## src/rtl/serializer_pkg.sv

```systemverilog
// Shared types and helpers for the bit serializer.
// Holds the FSM state type and the bit-select function.
package serializer_pkg;

  typedef enum logic {
    IDLE,
    SHIFT
  } ser_state_t;

  // Bit idx of a width-bit word, counted from the end sent first
  function automatic logic next_bit(
    input logic [31:0] word,
    input int unsigned idx,
    input int unsigned width,
    input logic        msb_first
  );
    int unsigned pos;
    pos = msb_first ? (width - 1 - idx) : idx;
    return word[pos[4:0]];
  endfunction

endpackage

```

## src/rtl/bit_serializer.sv

```systemverilog
// Parallel-to-serial front end: WIDTH-bit words in over valid/ready,
// one registered bit per clock out, back-to-back with no gap.
module bit_serializer
  import serializer_pkg::*;
#(
  parameter int WIDTH     = 8,
  parameter bit MSB_FIRST = 1'b1,
  parameter bit IDLE_BIT  = 1'b0
) (
  input  logic             clk,
  input  logic             rst,
  input  logic [WIDTH-1:0] data_in,
  input  logic             data_valid,
  output logic             data_ready,
  output logic             serial_out,
  output logic             serial_valid,
  output logic             word_done,
  output logic             busy
);

  localparam int CW = $clog2(WIDTH);
  localparam logic [CW-1:0] LAST = CW'(WIDTH - 1);
  localparam logic [CW-1:0] PENULT = CW'(WIDTH - 2);

  ser_state_t       state_q, state_d;
  logic [WIDTH-1:0] shreg_q, shreg_d;
  logic [CW-1:0]    cnt_q, cnt_d;
  logic             sout_q, sout_d;
  logic             sval_q, sval_d;
  logic             done_q, done_d;
  logic             last;
  logic             accept;

  // Handshake: ready when idle or while the last bit is on the wire
  always_comb begin
    last       = (state_q == SHIFT) && (cnt_q == LAST);
    data_ready = !rst && ((state_q == IDLE) || last);
    accept     = data_valid && data_ready;
  end

  // Next-state, counter and registered serial outputs
  always_comb begin
    state_d = state_q;
    shreg_d = shreg_q;
    cnt_d   = cnt_q;
    sout_d  = IDLE_BIT;
    sval_d  = 1'b0;
    done_d  = 1'b0;
    if (accept) begin
      state_d = SHIFT;
      shreg_d = data_in;
      cnt_d   = '0;
      sout_d  = next_bit(32'(data_in), 32'd0,
                         WIDTH, MSB_FIRST);
      sval_d  = 1'b1;
    end else begin
      unique case (state_q)
        IDLE: ;
        SHIFT: begin
          if (last) begin
            state_d = IDLE;
            cnt_d   = '0;
          end else begin
            cnt_d  = cnt_q + 1'b1;
            sout_d = next_bit(32'(shreg_q),
                              32'(cnt_q) + 32'd1,
                              WIDTH, MSB_FIRST);
            sval_d = 1'b1;
            done_d = (cnt_q == PENULT);
          end
        end
        default: ;
      endcase
    end
  end

  // State and output registers, synchronous reset
  always_ff @(posedge clk) begin
    if (rst) begin
      state_q <= IDLE;
      shreg_q <= '0;
      cnt_q   <= '0;
      sout_q  <= IDLE_BIT;
      sval_q  <= 1'b0;
      done_q  <= 1'b0;
    end else begin
      state_q <= state_d;
      shreg_q <= shreg_d;
      cnt_q   <= cnt_d;
      sout_q  <= sout_d;
      sval_q  <= sval_d;
      done_q  <= done_d;
    end
  end

  assign serial_out   = sout_q;
  assign serial_valid = sval_q;
  assign word_done    = done_q;
  assign busy         = (state_q == SHIFT);

endmodule

```

## config.mk

```make
export PLATFORM = sky130hd
export DESIGN_NAME = bit_serializer
export DESIGN_NICKNAME = d
export VERILOG_FILES = /design/src/rtl/serializer_pkg.sv /design/src/rtl/bit_serializer.sv
export SDC_FILE = /design/constraint.sdc
export NUM_CORES = 1
export LEC_CHECK = 0
export ABC_CLOCK_PERIOD_IN_PS = 4960
export BUFFER_PORTS_ARGS = -buffer_cell sky130_fd_sc_hd__buf_2
export CAP_MARGIN = 20
export CORE_MARGIN = 2
export CORE_UTILIZATION = 43
export DETAILED_ROUTE_END_ITERATION = 10
export GPL_TIMING_DRIVEN = 0
export MAX_ROUTING_LAYER = met4
export PLACE_DENSITY_LB_ADDON = 0.15
export RECOVER_POWER = 25
export SLEW_MARGIN = 20
export SYNTH_ARGS = -nofsm -noshare
export SYNTH_HDL_FRONTEND = slang
export SYNTH_SLANG_ARGS = --single-unit
```

## constraint.sdc

```tcl
create_clock -name clk -period 4.96 [get_ports clk]
set_clock_uncertainty 0.1 [all_clocks]
set_input_delay 0.496 -clock clk [delete_from_list [all_inputs] [get_ports clk]]
set_output_delay 0.496 -clock clk [all_outputs]
set_load 0.1 [all_outputs]
```

==> run_results.csv, run 1 <==
group,metric,value,unit
clocking,cts_tree,"built",
synthesis,synth_cell_types,23,
worst_setup_path,r2r_cells,5,
sta,grt_setup_unrepaired,"no",
sta,slew_viol_final,0,
clocking,clock_tree.buffer_depth,2,
flow_run,maxCapViolations,0,
worst_setup_path,crit_cells,6,
floorplanning,dieArea,0.00192,sq mm
min_path,min_path_type,"primary input to flop",
synthesis,synth_edf_count,0,
synthesis,syn_avg_cell_area,8.99,sq um
drt,firstDrtPassIters,4,
sta,tns,0,ps
grt,gr-total-overflow,0,
synthesis,synth_most_common_cell,"dfxtp_1",
sta,max_freq,396,MHz
clocking,post_cts_resized,0,
final_layout,final_util,52.8,%
synthesis,ys_warn_count,0,
synthesis,synth_common_cells,"dfxtp_1 (14), inv_1 (9), o211ai_1 (7), o21ai_0 (7), nor2_1 (6)",
floorplanning,chipHeight,43.9,microns
place,gp_congestion,0.714,
worst_setup_path,path_delay_family,"buffers and inverters",
clocking,clock_latency,270,ps
grt,grt_max_degree,11,
sta,worstMarginPinSlew,483,ps
synthesis,synth_top_area_cell,"dfxtp_1",
power,p_total,0.229,mW
final_layout,diodes,0,
final_layout,regArea,280,sq um
clocking,cts_num_sinks,14,
grt,antenna_found_initial,0,
drt,antenna_left,0,
grt,track_usage,16.5,%
clocking,numCtsBuffers,3,
drt,drcViolationCount,0,
synthesis,synth-main-ff-cell,"dfxtp_1",
worst_setup_path,critPathKind,"flop to output port",
worst_setup_path,cp.required,4360,ps
sta,period_needed,2530,ps
synthesis,ys_seq_area_share,41.0,%
synthesis,synth_mux_area_share,7.14,%
worst_setup_path,startpoint_type,"flop",
worst_setup_path,critPathMaxStageDelay,440,ps
worst_setup_path,critPathMaxFanout,10,
synthesis,synth.top_cell.area_share,41.0,%
clocking,cts_max_level,1,
clocking,path_clk_slew,80,ps
sta,fin_crit_sh,51.0,%
drt,drtIter0Drc,13,
sta,slew_headroom,68.0,%
synthesis,syn_nets,91,
synthesis,synthSimpleGateAreaFrac,14.3,%
synthesis,synth-async-reset-ratio,0,%
synthesis,synth_adder_area_share,7.33,%
synthesis,synth_top_family_by_area,"compound AO/OA/AOI/OAI gates",
sta,finalSetupViolCount,0,
worst_setup_path,crit_buf_inv,2,
clocking,post_cts_buffers,0,
worst_setup_path,worstSetupEndpoint,"data_ready",
drt,vias_per_cell,5.25,
worst_setup_path,r2r_start,"cnt_q[0]",
floorplanning,io_pins,16,
place,pre_cts_ws,2730,ps
final_layout,fillers,151,
final_layout,drive_above_1_share,24.7,%
place,portBuffers,14,
power,power_density,287,mW/mm^2
power,vdd_drop_max,0.173,mV
synthesis,synth.area.top_cells,"dfxtp_1 (41%), o211ai_1 (7.7%), ha_1 (7.3%), o21ai_0 (5.1%), inv_1 (4.9%)",
final_layout,nNetsFinal,110,
synthesis,syn-cell-area,683,sq um
worst_setup_path,critPathArrivalTime,1930,ps
floorplanning,fp-row-count,14,
worst_setup_path,endpoint_kind,"output port",
grt,grt_pass1_wl,2260,microns
floorplanning,start_util,45.3,%
drt,wire_per_inst,12.3,microns
worst_setup_path,timing.rr.end,"serial_out",
synthesis,ys_ff_latch,14,
sta,hold_viol,0,
place,hpwlAfterDp,983,microns
outcome,status,"finished clean",
clocking,cts_root_buffer,"clkbuf_4",
worst_setup_path,r2r_setup_slack,3220,ps
drt,wl,1340,microns
drt,via_count,572,
grt,grt_pass1_vias,527,
worst_setup_path,slowest_stage,"dfxtp_1",
power,p_leak,0.375,nW
synthesis,synth_compound_area_share,21.6,%
worst_setup_path,crit_path_start,"cnt_q[0]",
synthesis,syn_inst,76,
clocking,holdBufCountCts,0,
floorplanning,coreArea,0.00151,sq mm
sta,setup_slack,2430,ps
synthesis,post_synth_xor_area_fraction,0,%
final_layout,multi_input_area,344,sq um
worst_setup_path,worstPathCellList,"ha_1, ha_1, nor2b_1, buf_2, nor2_1, buf_2",
floorplanning,dieWidth,43.9,microns
final_layout,area_growth,16.5,%
[registers in the layout, summed over array words and instances, names as in the netlist]
register,cells
serial_valid,1
serial_out,1
word_done,1
cnt_q,3
shreg_q,8
[area by class of cell]
class	count	area share, %
Tap cell	16	2.52
Multi-Input combinational cell	48	43.2
Sequential cell	14	35.2
Buffer	3	2.20
Inverter	11	5.19
Clock buffer	3	2.83
Timing Repair Buffer	14	8.81
[layout by cell type, fill, tap and decap left out, drive strengths merged]
master	count
nand2	3
o21ai	7
o41ai	1
mux4	1
o211ai	7
dfxtp	14
a21oi	4
nor2b	1
o22ai	1
inv	9
ha	4
o31ai	1
clkbuf	3
o32a	1
mux2	2
nand4	1
nand3	2
nor2	6
nor3b	3
clkinv	2
and3	1
nand2b	2
buf	17
[metrics by stage]
stage                     hold slack [ps]  instance area [sq um]  instances
final                                 368                    796        109
after floorplan                       344                    683         76
after global placement                354                    773        106
after detailed placement              358                    773        106
after CTS                             362                    796        109
after global routing                  362                    796        109
[how the worst min path moves through the flow]
stage                     slack, ps        from         end  depth (start not counted)
final                           370  data_in[4]  shreg_q[4]                          3
after global routing            360  data_in[2]  shreg_q[2]                          3
after CTS                       360  data_in[6]  shreg_q[6]                          3
after detailed placement        360  shreg_q[7]  shreg_q[7]                          2
after global placement          350  shreg_q[7]  shreg_q[7]                          2
after floorplan                 340  shreg_q[7]  shreg_q[7]                          2
[report_power, final]
group	switching, mW	leakage [nW]	internal, mW
clock network	0.0341	0.0138	0.0281
registers	0.00468	0.115	0.118
logic	0.0302	0.246	0.0136
[cell families (layout without fill, tap and decap cells)]
family | count (synthesis) | count (layout)
AO/OA/AOI/OAI | 22 | 22
flip-flops | 14 | 14
adder cells (fa/ha/maj) | 4 | 4
buffers and inverters | 14 | 31
AND/OR/NAND/NOR | 19 | 19
multiplexers | 3 | 3
[worst reg2reg max path, stage by stage, from the launching register on]
cell     delay (ps)
dfxtp_1         440
inv_1           100
ha_1            370
mux2_2          360
o22ai_1         180
o41ai_2          80
[routing by layer]
| layer | track usage (%) | vias up | wire, microns |
|---|---|---|---|
| li1 | - | 307 | - |
| met1 | 20.3 | 250 | 661 |
| met2 | 25.6 | 13 | 613 |
| met3 | 3.75 | 2 | 59 |
| met4 | 7.27 | 0 | 10 |
| met5 | - | - | 0 |
Note: power is estimated with default switching activity, not from simulation.
==> run 2, diff against run 1 <==
- ABC_CLOCK_PERIOD_IN_PS: 4960 -> 2230
- clock period: 4.96 -> 2.23 ns (I/O delays scaled with it)
==> run 2 against run 1 <==
Net effect:
- non-clock buffer count is the same
- power grew 120%
- critical path depth is the same
- utilization grew 0.75 points
- sequential share of layout area shrank 0.49 points
- combinational power grew 130%
- cell area grew 1.4%
==> run_results.csv, run 2 (synthesis results as in run 1) <==
group,metric,value,unit
sta,hold_viol,0,
power,p_int,0.357,mW
sta,grt_setup_unrepaired,"no",
sta,max_freq,473,MHz
drt,firstDrtPassIters,4,
worst_setup_path,r2r_start,"cnt_q[0]",
worst_setup_path,startpoint_type,"flop",
floorplanning,chipHeight,43.9,microns
power,p_seq_share,53.5,%
place,portBuffers,14,
final_layout,final_cell_mix,"dfxtp_1 (14), buf_2 (13), inv_1 (9), o211ai_1 (7), o21ai_0 (7)",
drt,drcViolationCount,0,
final_layout,largest_reg_flops,8,
floorplanning,dieArea,0.00192,sq mm
place,hpwlAfterDp,958,microns
clocking,path_clk_slew,70,ps
worst_setup_path,r2r_cells,5,
floorplanning,io_pins,16,
clocking,numCtsBuffers,3,
worst_setup_path,cp.required,1910,ps
drt,via_count,582,
clocking,clock_tree.buffer_depth,2,
outcome,status,"finished clean",
floorplanning,dieWidth,43.9,microns
clocking,clock_latency,270,ps
power,vdd_drop_max,0.355,mV
clocking,cts_tree,"built",
final_layout,regMostFlops,"shreg_q",
place,place_area,781,sq um
sta,finalSetupViolCount,0,
final_layout,area_growth,18.1,%
sta,fin_crit_sh,94.8,%
power,swShare,30.0,%
clocking,cts_num_sinks,14,
worst_setup_path,r2r_setup_slack,480,ps
clocking,cts_max_level,1,
min_path,min_path_cells,3,
grt,grt_max_degree,11,
sta,period_needed,2120,ps
grt,gr-total-overflow,0,
sta,worstMarginPinSlew,1160,ps
sta,slew_viol_final,0,
clocking,post_cts_buffers,0,
power,netSwitchingPower,0.153,mW
power,power_density,632,mW/mm^2
floorplanning,fp-row-count,14,
worst_setup_path,timing.rr.end,"serial_out",
grt,grt_pass1_wl,2210,microns
grt,grt_pass1_vias,526,
power,p_leak,0.369,nW
worst_setup_path,critPathKind,"flop to output port",
drt,wl_met3,74,microns
grt,track_usage,16.4,%
final_layout,reg.largest.list,"shreg_q x8, cnt_q x3",
sta,tns,0,ps
clocking,holdBufCountCts,0,
power,p_clk_share,26.8,%
grt,antenna_found_initial,0,
worst_setup_path,endpoint_kind,"output port",
power,combPwrFrac,19.8,%
floorplanning,coreArea,0.00151,sq mm
floorplanning,start_util,45.3,%
min_path,holdPathEnd,"shreg_q[4]",
drt,vias_per_cell,5.34,
final_layout,nNetsFinal,110,
drt,drtIter0Drc,1,
final_layout,drive_above_1_share,23.7,%
final_layout,diodes,0,
worst_setup_path,critPathMaxFanout,10,
drt,routed-wl-met2,586,microns
drt,met1_length,662,microns
drt,wire_per_inst,12.4,microns
min_path,min-delay-start,"data_in[4]",
clocking,cts_root_buffer,"clkbuf_4",
final_layout,final_common_cell,"dfxtp_1",
sta,slew_headroom,23.2,%
drt,antenna_left,0,
worst_setup_path,critPathArrivalTime,1790,ps
min_path,min_path_type,"primary input to flop",
drt,wl,1350,microns
flow_run,maxCapViolations,0,
final_layout,design_area,807,sq um
drt,topRoutingLayerUsed,"met4",
place,gp_congestion,0.697,
-- run 2: changes by cell type in the layout (fill, tap and decap cells not counted), sizes merged --
cell | previous run | this run
buf | 17 | 15
clkbuf | 3 | 5
-- run 2: worst max path at each step --
stage / startpoint / endpoint / slack [ps] / cells after the start
5_1_grt: cnt_q[0] / data_ready / 20 / 6
2_1_floorplan: serial_valid / data_ready / 280 / 3
3_3_place_gp: cnt_q[0] / data_ready / 290 / 6
4_1_cts: cnt_q[0] / data_ready / 50 / 6
3_5_place_dp: cnt_q[0] / data_ready / 240 / 6
6_report: cnt_q[0] / data_ready / 110 / 6
-- run 2: critical path, cell delays in order, from the launching register on --
cell     delay (ps)
dfxtp_1         450
ha_1            230
ha_1            260
nor2b_1          60
buf_2           190
nor2_4          100
buf_6           220
-- run 2: power groups by stage --
stage | clock [mW] | sequential [mW] | combinational [mW]
floorplan | 0 | 0.292 | 0.0612
global placement | 0 | 0.278 | 0.0982
detailed placement | 0 | 0.278 | 0.0996
CTS | 0.143 | 0.272 | 0.101
global route | 0.153 | 0.274 | 0.109
finish | 0.136 | 0.273 | 0.101
-- run 2: timing repair --
| action | 4_1_cts | 5_1_grt |
|---|---|---|
| endpoints found under the setup margin | 1 | 1 |
| resized for setup | 1 | 1 |
| hold endpoints to repair | 0 | 0 |
-- run 2: metrics by stage --
step | std cells | setup slack (ps) | hold slack, ps | utilization, % | total power, mW
final | 109 | 115 | 90.5 | 53.6 | 0.510
after global routing | 109 | 20.9 | 94.9 | 53.6 | 0.537
after CTS | 109 | 50.6 | 83.7 | 53.5 | 0.516
after detailed placement | 106 | 236 | 359 | 51.8 | 0.378
after global placement | 106 | 285 | 355 | 51.8 | 0.376
after floorplan | 76 | 284 | 272 | - | 0.354
-- run 2: cell type report --
type                       count  area [sq um]
tap                           16          20.0
sequential                    14           280
multi-input combinational     48           352
fill                         144           699
clock buffer                   3          22.5
inverter                      11          41.3
timing repair buffer          14          73.8
buffer                         3          17.5
-- run 2: layer usage --
layer	up-vias	track usage, %
met4	0	9.09
met1	260	19.6
met5	-	-
met2	13	23.5
li1	304	-
met3	5	6.25
==> run 3, diff against run 2 <==
- BUFFER_PORTS_ARGS: -buffer_cell sky130_fd_sc_hd__buf_2 -> -buffer_cell sky130_fd_sc_hd__clkbuf_2
==> run 3 against run 2 <==
Net effect:
- global-route usage increased by 0.073 points
- cell area increased by 1.7%
- worst setup slack improved by 8.5 ps
- sequential power about the same
- sequential cell count unchanged
- combinational power about the same
- critical path depth unchanged
==> run_results.csv, run 3 (synthesis results as in run 1) <==
group,metric,value,unit
outcome,status,"finished clean",
sta,worstMarginPinSlew,1160,ps
drt,drtIter0Drc,7,
sta,period_needed,2110,ps
clocking,numCtsBuffers,3,
worst_setup_path,cp_common_cell,"ha_1",
clocking,holdBufCountCts,0,
drt,firstDrtPassIters,4,
drt,antenna_left,0,
power,p_seq_share,49.2,%
place,hpwlAfterDp,949,microns
final_layout,final_cell_mix,"dfxtp_1 (14), clkbuf_2 (11), inv_1 (9), o211ai_1 (7), o21ai_0 (7)",
final_layout,nNetsFinal,110,
floorplanning,start_util,45.3,%
power,combPwrFrac,18.2,%
place,gp_congestion,0.700,
place,portBuffers,14,
floorplanning,dieWidth,43.9,microns
power,swShare,28.9,%
floorplanning,io_pins,16,
floorplanning,chipHeight,43.9,microns
min_path,min_path_type,"primary input to flop",
flow_run,maxCapViolations,0,
worst_setup_path,path_delay_family,"adder cells",
grt,grt_pass1_vias,505,
clocking,cts_max_level,1,
final_layout,drive_above_1_share,24.5,%
final_layout,largest_reg_flops,8,
clocking,clock_latency,280,ps
place,pre_cts_ws,232,ps
final_layout,design_area,821,sq um
power,p_clk_share,32.7,%
sta,hold_viol,0,
drt,vias_per_cell,5.38,
final_layout,area_growth,20.1,%
sta,max_freq,475,MHz
clocking,cts_root_buffer,"clkbuf_4",
place,place_area,781,sq um
grt,gr-total-overflow,0,
sta,slew_headroom,23.3,%
drt,wire_per_inst,11.8,microns
floorplanning,coreArea,0.00151,sq mm
sta,tns,0,ps
worst_setup_path,critPathKind,"flop to output port",
worst_setup_path,crit_buf_inv,2,
sta,fin_crit_sh,94.5,%
power,vdd_drop_max,0.525,mV
drt,via_count,592,
clocking,cts_tree,"built",
worst_setup_path,worstPathCellList,"ha_1, ha_1, nor2b_1, buf_2, nor2_4, buf_6",
power,p_total,0.554,mW
final_layout,reg.largest.list,"shreg_q x8, cnt_q x3",
worst_setup_path,critPathMaxFanout,10,
worst_setup_path,slowest_stage,"dfxtp_1",
grt,grt_pass1_wl,2220,microns
power,p_leak,0.378,nW
sta,grt_setup_unrepaired,"no",
worst_setup_path,critPathMaxStageDelay,450,ps
worst_setup_path,cp.required,1910,ps
clocking,cts_num_sinks,14,
power,p_int,0.394,mW
worst_setup_path,critPathArrivalTime,1780,ps
worst_setup_path,startpoint_type,"flop",
worst_setup_path,endpoint_kind,"output port",
grt,track_usage,16.5,%
power,power_density,675,mW/mm^2
floorplanning,dieArea,0.00192,sq mm
final_layout,diodes,0,
clocking,path_clk_slew,90,ps
grt,antenna_found_initial,0,
drt,wl,1300,microns
grt,grt_max_degree,11,
drt,drcViolationCount,0,
sta,finalSetupViolCount,0,
final_layout,final_common_cell,"dfxtp_1",
power,netSwitchingPower,0.160,mW
sta,slew_viol_final,0,
floorplanning,fp-row-count,14,
clocking,post_cts_buffers,0,
clocking,clock_tree.buffer_depth,2,
sta,holdWs,62.6,ps
sta,setup_slack,123,ps
final_layout,regMostFlops,"shreg_q",
## run 3: cell count changes in the layout (fill, tap and decap cells not counted), sizes merged
cell and change:
buf -11, clkbuf +12
## run 3: worst register-to-register path, stage by stage, from the launching register on
cell     delay, ps
dfxtp_1        450
inv_1           90
ha_1           380
mux2_2         360
o22ai_1        180
o41ai_2         80
## run 3: routing by layer
layer	vias up	track usage [%]	wire, microns
met5	-	-	0
li1	307	-	-
met1	263	21.4	630
met2	20	22.9	564
met3	2	6.25	94
met4	0	6.67	13
## run 3: final cells by class
type / instances / area [sq um]
sequential: 14 / 280
clock buffer: 4 / 36.3
inverter: 11 / 41.3
tap: 16 / 20.0
buffer: 3 / 17.5
multi-input combinational: 48 / 352
timing repair buffer: 14 / 73.8
fill: 155 / 686
## run 3: what timing repair did
item / CTS / global route
endpoints found under the setup margin: 1 / 1
hold endpoints to repair: 0 / 0
cloned: 0 / 0
gates resized for setup: 1 / 2
## run 3: per-stage QoR
step	instances	util (%)
floorplan	76	-
global placement	106	51.8
detailed placement	106	51.8
CTS	110	54.4
global route	110	54.5
finish	110	54.5
## run 3: worst paths after layout
path         startpoint         end  slack, ps  depth (start not counted)
max            cnt_q[0]  data_ready        120                          6
min reg2reg  shreg_q[7]  shreg_q[7]        370                          2
min          data_in[4]  shreg_q[4]         60                          3
max reg2reg    cnt_q[0]  serial_out        480                          5
## run 3: power groups by stage
stage	Sequential, mW	Combinational, mW	Clock [mW]
2_1_floorplan	0.292	0.0612	0
3_3_place_gp	0.278	0.0983	0
3_5_place_dp	0.278	0.0997	0
4_1_cts	0.272	0.101	0.187
5_1_grt	0.275	0.109	0.198
6_report	0.272	0.101	0.181
